--- src/rtl/delay_line_pkg.sv ---
// rtl/delay_line_pkg.sv - shared helpers for the delay_line pipeline
package delay_line_pkg;

    // Width of an occupancy counter able to hold 0..depth.
    function automatic int cnt_w(input int depth);
        return $clog2(depth + 1);
    endfunction

    // Legal pipeline depths; used for the elaboration check in the top.
    function automatic bit depth_ok(input int depth);
        return depth >= 1;
    endfunction

endpackage

--- src/rtl/delay_line_if.sv ---
// rtl/delay_line_if.sv - producer/consumer handshake bundle for delay_line
interface delay_line_if
    import delay_line_pkg::*;
#(
    parameter int WIDTH = 8,
    parameter int DEPTH = 3
);
    logic [WIDTH-1:0]          I;
    logic                      I_valid;
    logic                      I_ready;
    logic [WIDTH-1:0]          O;
    logic                      O_valid;
    logic                      O_ready;
    logic                      FLUSH;
    logic [cnt_w(DEPTH)-1:0]   COUNT;
    logic                      EMPTY;

    modport master (
        output I, I_valid, O_ready, FLUSH,
        input  I_ready, O, O_valid, COUNT, EMPTY
    );

    modport slave (
        input  I, I_valid, O_ready, FLUSH,
        output I_ready, O, O_valid, COUNT, EMPTY
    );
endinterface

--- src/rtl/delay_stage.sv ---
// rtl/delay_stage.sv - one data+valid register of the delay pipeline
module delay_stage #(
    parameter int               WIDTH = 8,
    parameter logic [WIDTH-1:0] INIT  = '0
) (
    input  logic             clk,
    input  logic             rst_n,
    input  logic             adv,
    input  logic             flush,
    input  logic [WIDTH-1:0] d,
    input  logic             d_valid,
    output logic [WIDTH-1:0] q,
    output logic             q_valid
);

    // Flush beats advance; a non-advancing stage holds data and valid.
    always_ff @(posedge clk or negedge rst_n) begin
        if (!rst_n) begin
            q       <= INIT;
            q_valid <= 1'b0;
        end else if (flush) begin
            q       <= INIT;
            q_valid <= 1'b0;
        end else if (adv) begin
            q       <= d;
            q_valid <= d_valid;
        end
    end

endmodule

--- src/rtl/delay_line.sv ---
// rtl/delay_line.sv - stallable DEPTH-stage register pipeline with bubble collapsing
module delay_line
    import delay_line_pkg::*;
#(
    parameter int               WIDTH = 8,
    parameter int               DEPTH = 3,
    parameter logic [WIDTH-1:0] INIT  = '0
) (
    input  logic        CLK,
    input  logic        ASYNCRESETN,
    delay_line_if.slave bus
);

    localparam int CW = cnt_w(DEPTH);

    if (!depth_ok(DEPTH)) begin : g_bad_depth
        $error("delay_line: DEPTH must be at least 1");
    end

    logic [DEPTH-1:0] valid;
    logic [WIDTH-1:0] data [DEPTH];
    logic [DEPTH:0]   adv;
    logic [CW-1:0]    count;
    logic             in_xfer;
    logic             out_xfer;

    // Ready chain from the consumer back to stage 0: an empty stage always
    // advances, so bubbles collapse even while the output is stalled.
    always_comb begin
        adv        = '0;
        adv[DEPTH] = bus.O_ready;
        for (int k = DEPTH - 1; k >= 0; k--) begin
            adv[k] = !valid[k] || adv[k+1];
        end
    end

    for (genvar k = 0; k < DEPTH; k++) begin : g_stage
        logic [WIDTH-1:0] d;
        logic             d_valid;

        if (k == 0) begin : g_head
            assign d       = bus.I;
            assign d_valid = bus.I_valid;
        end else begin : g_body
            assign d       = data[k-1];
            assign d_valid = valid[k-1];
        end

        delay_stage #(
            .WIDTH (WIDTH),
            .INIT  (INIT)
        ) u_stage (
            .clk     (CLK),
            .rst_n   (ASYNCRESETN),
            .adv     (adv[k]),
            .flush   (bus.FLUSH),
            .d       (d),
            .d_valid (d_valid),
            .q       (data[k]),
            .q_valid (valid[k])
        );
    end

    assign bus.I_ready = adv[0] && !bus.FLUSH;
    assign bus.O       = data[DEPTH-1];
    assign bus.O_valid = valid[DEPTH-1];
    assign in_xfer     = bus.I_valid && bus.I_ready;
    assign out_xfer    = bus.O_valid && bus.O_ready;

    // Occupancy tracks accepted-minus-delivered items; flush empties it.
    always_ff @(posedge CLK or negedge ASYNCRESETN) begin
        if (!ASYNCRESETN) begin
            count <= '0;
        end else if (bus.FLUSH) begin
            count <= '0;
        end else begin
            count <= count + CW'(in_xfer) - CW'(out_xfer);
        end
    end

    assign bus.COUNT = count;
    assign bus.EMPTY = (count == '0);

endmodule

--- src/flat_wrapper.sv ---
// flat-port wrapper written by rule: the top's interface ports become plain ports
module delay_line_flat import delay_line_pkg::*;
#(
    parameter int               WIDTH = 8,
    parameter int               DEPTH = 3,
    parameter logic [WIDTH-1:0] INIT  = '0
)
  (CLK, ASYNCRESETN, bus_I, bus_I_valid, bus_O_ready, bus_FLUSH, bus_I_ready, bus_O, bus_O_valid, bus_COUNT, bus_EMPTY);
  delay_line_if #(.WIDTH(WIDTH), .DEPTH(DEPTH)) bus_i ();
  input  logic CLK;
  input  logic ASYNCRESETN;
  input wire logic [$bits(bus_i.I)-1:0] bus_I;
  input wire logic [$bits(bus_i.I_valid)-1:0] bus_I_valid;
  input wire logic [$bits(bus_i.O_ready)-1:0] bus_O_ready;
  input wire logic [$bits(bus_i.FLUSH)-1:0] bus_FLUSH;
  output wire logic [$bits(bus_i.I_ready)-1:0] bus_I_ready;
  output wire logic [$bits(bus_i.O)-1:0] bus_O;
  output wire logic [$bits(bus_i.O_valid)-1:0] bus_O_valid;
  output wire logic [$bits(bus_i.COUNT)-1:0] bus_COUNT;
  output wire logic [$bits(bus_i.EMPTY)-1:0] bus_EMPTY;
  assign bus_i.I = bus_I;
  assign bus_i.I_valid = bus_I_valid;
  assign bus_i.O_ready = bus_O_ready;
  assign bus_i.FLUSH = bus_FLUSH;
  assign bus_I_ready = bus_i.I_ready;
  assign bus_O = bus_i.O;
  assign bus_O_valid = bus_i.O_valid;
  assign bus_COUNT = bus_i.COUNT;
  assign bus_EMPTY = bus_i.EMPTY;
  delay_line #(.WIDTH(WIDTH), .DEPTH(DEPTH), .INIT(INIT)) u_core (.CLK(CLK), .ASYNCRESETN(ASYNCRESETN), .bus(bus_i));
endmodule
--- config.mk ---
export PLATFORM = sky130hd
export DESIGN_NAME = delay_line_flat
export DESIGN_NICKNAME = d
export VERILOG_FILES = /design/src/rtl/delay_line_pkg.sv /design/src/rtl/delay_line_if.sv /design/src/rtl/delay_stage.sv /design/src/rtl/delay_line.sv /design/src/flat_wrapper.sv
export SDC_FILE = /design/constraint.sdc
export NUM_CORES = 1
export LEC_CHECK = 0
export BUFFER_PORTS_ARGS = -buffer_cell sky130_fd_sc_hd__buf_2
export CAP_MARGIN = 10
export CORE_MARGIN = 1.5
export CORE_UTILIZATION = 47
export CTS_CLUSTER_DIAMETER = 120
export CTS_CLUSTER_SIZE = 30
export DETAILED_ROUTE_END_ITERATION = 6
export GPL_TIMING_DRIVEN = 0
export PLACE_DENSITY = 0.73
export SYNTH_ARGS = -nofsm -noshare
export SYNTH_HDL_FRONTEND = slang
export SYNTH_SLANG_ARGS = --single-unit
--- constraint.sdc ---
create_clock -name CLK -period 1.5 [get_ports CLK]
set_clock_uncertainty 0.05 [all_clocks]
set_input_delay 0.3 -clock CLK [delete_from_list [all_inputs] [get_ports CLK]]
set_output_delay 0.3 -clock CLK [all_outputs]
set_load 0.05 [all_outputs]
---- Word-level counts from Yosys, hierarchy flattened ----
Index checks and enable logic that the tools add are counted.
storage, ports and cells
  register bits after elaboration ......... 29
  input port bits ......................... 13
operators by class
  add/subtract/negate cells ............... 2
  multiplexer cells ....................... 13
  reduce and logical (&&, ||, !) cells .... 14
operators with widths
  cell                 number
  $mux W8              6
  $mux W1              6
  $reduce_bool A2 Y1   3
  $logic_not A1 Y1     4
  $logic_and A1 B1 Y1  3
  $logic_or A1 B1 Y1   3
  $add A2 B1 Y2        1
  $logic_not A2 Y1     1
  $mux W2              1
  $sub A2 B1 Y2        1

---- Logic depth before layout (Yosys ltp) ----
  depth after elaboration ................. 9
  gate-level depth with buffers ........... 8
  mapped depth without buffers ............ 7

---- By module ----
Synthesis repeated with hierarchy kept, for this count alone.
second synthesis, totals
  cell total of the unflattened synthesis .. 102
  area, all modules ....................... 1249.9 um^2
modules (own cells, without submodules)
  module       times used  cells each  area each (um^2)  seq. area each (um^2)
  delay_stage  3           29          364.1             225.2
  delay_line   1           15          157.7             50.0

---- Worst setup path after synthesis ----
Ideal clock, no wire load.
  path kind ............................... register -> register
  from .................................... register u_core.g_stage[2].u_stage.q_valid
  to ...................................... register u_core.count[1], in the netlist u_core.bus.COUNT[1]
  setup time .............................. 132 ps
  arrival time ............................ 1946 ps
  required time ........................... 1318 ps
  slack ................................... -628 ps
  stages on the path, launching flop included .. 9
  buffers on the path ..................... 1
  cell sequence ........................... dfrtp_1 and4b_1 buf_4 nor2_4 and2_1 ha_1 xor2_1 xnor2_1 nor2_1
on the way
  longest elaborated chain between the ends .. 9
RTL lines
  item                             RTL line            RTL
  start: declaration               delay_stage.sv:13   output logic q_valid
  start signal: assignment         delay_stage.sv:26   q_valid <= d_valid;
  $logic_not A1 Y1                 delay_line.sv:33    adv[k] = !valid[k] || adv[k+1];
  $logic_or A1 B1 Y1 (3 in a row)  delay_line.sv:33
  $logic_and A1 B1 Y1              delay_line.sv:64    assign bus.I_ready = adv[0] && !bus.FLUSH;
  via bus_I_ready                  flat_wrapper.sv:16  output wire logic [$bits(bus_i.I_ready)-1:0] bus_I_ready;
  $logic_and A1 B1 Y1              delay_line.sv:67    assign in_xfer = bus.I_valid && bus.I_ready;
  $add A2 B1 Y2                    delay_line.sv:77    count <= count + CW'(in_xfer) - CW'(out_xfer);
  $sub A2 B1 Y2                    delay_line.sv:77
  $mux W2                          delay_line.sv:74    end else if (bus.FLUSH) begin
  end signal: assignment           delay_line.sv:77
  end: declaration                 delay_line.sv:23    logic [CW-1:0] count;
The timed path passes the listed nets, and every way through them passes these cells.
A chain may end at the register's enable or synchronous reset.

---- Final worst setup path ----
  from .................................... register u_core.g_stage[2].u_stage.q_valid
  to ...................................... register u_core.count[1], in the netlist u_core.bus.COUNT[1]
on the way
  longest elaborated chain between the ends .. 9
RTL lines
  item                             RTL line
  $logic_not A1 Y1                 delay_line.sv:33
  $logic_or A1 B1 Y1 (3 in a row)  delay_line.sv:33
  $logic_and A1 B1 Y1              delay_line.sv:64
  $logic_and A1 B1 Y1              delay_line.sv:67
  $add A2 B1 Y2                    delay_line.sv:77
  $sub A2 B1 Y2 *                  delay_line.sv:77
  $mux W2 *                        delay_line.sv:74
Every way passes the cells marked *; elsewhere a longest branch is shown, timed or not.

==> metrics.md <==
| Metric | Value |
|---|---|
| Run status | complete, but fails checks |
| Failing checks | negative setup slack |
| Remaining antenna violation count | 0 |
| Arrival @ worst endpoint | 1770 ps |
| Compound-gate portion of the synthesized area | 0.0985 |
| Post-synth top cells | 48 x nand2_1, 29 x dfrtp_1, 24 x a21oi_1 |
| Slew @ Worst Pin | 640 ps |
| Final net count | 183 |
| Power density cells | 998 nW/µm² |
| Fin util | 0.595 |
| Port bufs | 25 |
| Flop pwr share | 0.568 |
| Clk network pwr share | 0.296 |
| Root Driver | clkbuf_4 |
| WL met3 | 152 µm |
| Post-Syn Area | 1220 µm² |
| Synth async-reset ratio | 1.00 |
| DRC errors left | 0 |
| Routed vias/inst | 5.08 |
| Mapped Nets | 147 |
| NetSw | 0.000415 W |
| Initial Util | 0.492 |
| Hold WS | 158 ps |
| Via count | 1,011 |
| Dominant cells by area after synthesis | dfrtp_1 59%, nand2_1 15%, a21oi_1 9.8% |
| Relative slew margins | 0.573 |
| Flops & latches, synth | 29 |
| Avg Cell Area, Syn | 9.24 µm² |
| Top layer in use | met4 |
| Share of cells above drive strength 1 | 0.254 |
| Worst-skew pair later-pin latency | 320 ps |
| Chip Height | 53.9 µm |
| Sw frac | 0.282 |
| Simple-gate share of the synthesized area | 0.236 |
| RSZ-0062 raised after global routing | yes |
| Setup TNS | -247 ps |
| Core area | 2480 µm² |
| Drt total wl | 2530 µm |
| Largest family of logic cells by synthesized area | simple AND/OR/NAND/NOR gates |
| Critical path type | reg -> reg |
| Post-Layout Cell Count | 199 |
| Number of global-route vias before repair | 959 |
| Startpoint Class | flop |
| Remaining global-route overflow | 0 |
| Die Width | 53.9 µm |
| Internal | 0.00106 W |
| Peak supply drop | 0.666 mV |
| Placement Rows | 18 |
| EDFF count, synth | 0 |
| Top-area cell type share of the netlist area | 0.595 |
| Initial antenna violation count | 0 |
| Fraction of the mapped netlist area in adder cells | 0.0205 |
| Post-synth top flop | dfrtp_1 |
| Slew Viols, Final | 0 |
| Clk slew on worst S/H paths | 90 ps |
| Library cells used by synthesis | 20 |
| Area leader, netlist | dfrtp_1 |
| Final period utilization | 1.08 |
| DR iter-0 viols | 15 |
| Critical path required time | 1650 ps |
| Post-Synth XOR/XNOR Area | 0.0144 |
| Worst-path maximum fanout | 4 |
| Synthesized instance count | 132 |
| Final Hold Viols | 0 |
| Logic pwr share | 0.136 |
| First-pass iteration count of the detailed router | 4 |
| Final setup viols | 2 |
| Area Growth Syn to Fin | 20.8% |
| Largest net degree at the start of global routing | 30 |
| Synthesis Warnings | 0 |
| Max capacitance violation total | 0 |
| Top Ports | 26 |
| Placed insts | 187 |
| Die area | 2910 µm² |
| Global Route Usage Sum | 0.214 |
| HPWL Detailed | 1720 µm |
| CP Capture Type | flop |
| Wire per inst | 12.7 µm |
| First-pass GRT wire length | 4280 µm |
| Sink Count | 29 |
| Register area share after synthesis | 0.595 |
| Fmax | 615 MHz |
| Setup WS post-layout | -125 ps |
| H-tree levels | 2 |
| Leak pwr | 0.762 nW |
| Routed length on met1 | 1170 µm |
| HP Class | in -> reg |
| Routability cong. | 0.688 |
| Count leader, synth | nand2_1 |
| Final min period | 1620 ps |
| Diode count | 0 |
| Multiplexer share of the synthesized area | 0 |
| Cts bufs inserted | 5 |
| CTS tree | yes |
| Clock Path Buffers | 2 |
| WL met2 | 1170 µm |
==> layout by cell type, fill, tap and decap left out, types with 2 or more instances in the layout <==
cell      count
a21oi_1      24
clkinv_2      2
inv_1         2
and2_1        2
buf_2        28
clkbuf_4      5
clkbuf_1      2
nand2_1      48
dfrtp_1      28
buf_4         4
nor2_1        8
ha_1          2
nor2b_1       2
==> through the flow <==
step                      cell area, µm²  total power, W  setup WS (ps)
after detailed placement            1390         0.00104           -261
final                               1470         0.00147           -125
after floorplan                     1220        0.000974           -490
after global routing                1470         0.00154           -178
after CTS                           1490         0.00149           -172
after global placement              1390         0.00104           -232
==> cells by family (layout without fill, tap and decap cells) <==
logic type               Yosys count  after routing
AO/OA/AOI/OAI                     24             24
buffers and inverters              9             46
flip-flops                        29             29
adder cells (fa/ha/maj)            2              2
XOR/XNOR                           2              2
AND/OR/NAND/NOR                   66             66
==> routing by layer <==
| layer | up-vias | GRT usage |
|---|---|---|
| met1 | 477 | 0.269 |
| met5 | - | 0 |
| li1 | 499 | - |
| met4 | 0 | 0.0897 |
| met3 | 5 | 0.0778 |
| met2 | 30 | 0.331 |
==> sequential cells by signal (all words and copies together) (netlist names) <==
register	flops
u_core.bus.COUNT	2
u_core.g_stage.u_stage.q_valid	3
u_core.g_stage.u_stage.q	24
==> final timing paths <==
check | from | to | slack, ps | cells past startpoint
max in group asynchronous | ASYNCRESETN | u_core.g_stage[2].u_stage.q_valid | 470 | 2
min in group asynchronous | ASYNCRESETN | u_core.g_stage[0].u_stage.q_valid | 480 | 2
hold / removal | bus_I[7] | u_core.g_stage[0].u_stage.q[7] | 160 | 3
setup / recovery | u_core.g_stage[2].u_stage.q_valid | u_core.bus.COUNT[1] | -120 | 7
hold reg to reg | u_core.g_stage[2].u_stage.q[4] | u_core.g_stage[2].u_stage.q[4] | 470 | 2
setup reg to reg | u_core.g_stage[2].u_stage.q_valid | u_core.bus.COUNT[1] | -120 | 7
==> worst max-delay path: stages (launching register included) <==
cell and delay (ps):
dfrtp_2 430, and2_1 150, ha_1 260, inv_1 40, ha_1 190, xor2_1 180, xnor2_1 140, nor2_1 60
==> power groups by stage <==
stage               clock network (W)  registers (W)  logic (W)
floorplan                           0       0.000890  0.0000841
global placement                    0       0.000850   0.000186
detailed placement                  0       0.000852   0.000190
CTS                          0.000452       0.000835   0.000202
global route                 0.000481       0.000839   0.000221
finish                       0.000435       0.000835   0.000200
==> area by class of cell <==
type	count	area [µm²]
buffer	6	28.8
sequential	29	727
multi-input combinational	94	450
inverter	2	7.51
timing repair buffer	30	171
clock inverter	2	10.0
fill	259	1000
tap	30	37.5
clock buffer	6	41.3
==> what timing repair did <==
| item | 4_1_cts | 5_1_grt |
|---|---|---|
| setup buffers | 4 | 0 |
| hold buffers | 1 | 0 |
| endpoints found under the setup margin | 3 | 3 |
| pin swaps | 1 | 1 |
| resized for setup | 2 | 0 |
| endpoints found under the hold margin | 29 | 0 |
No activity file was read; power rests on OpenSTA's default activity.
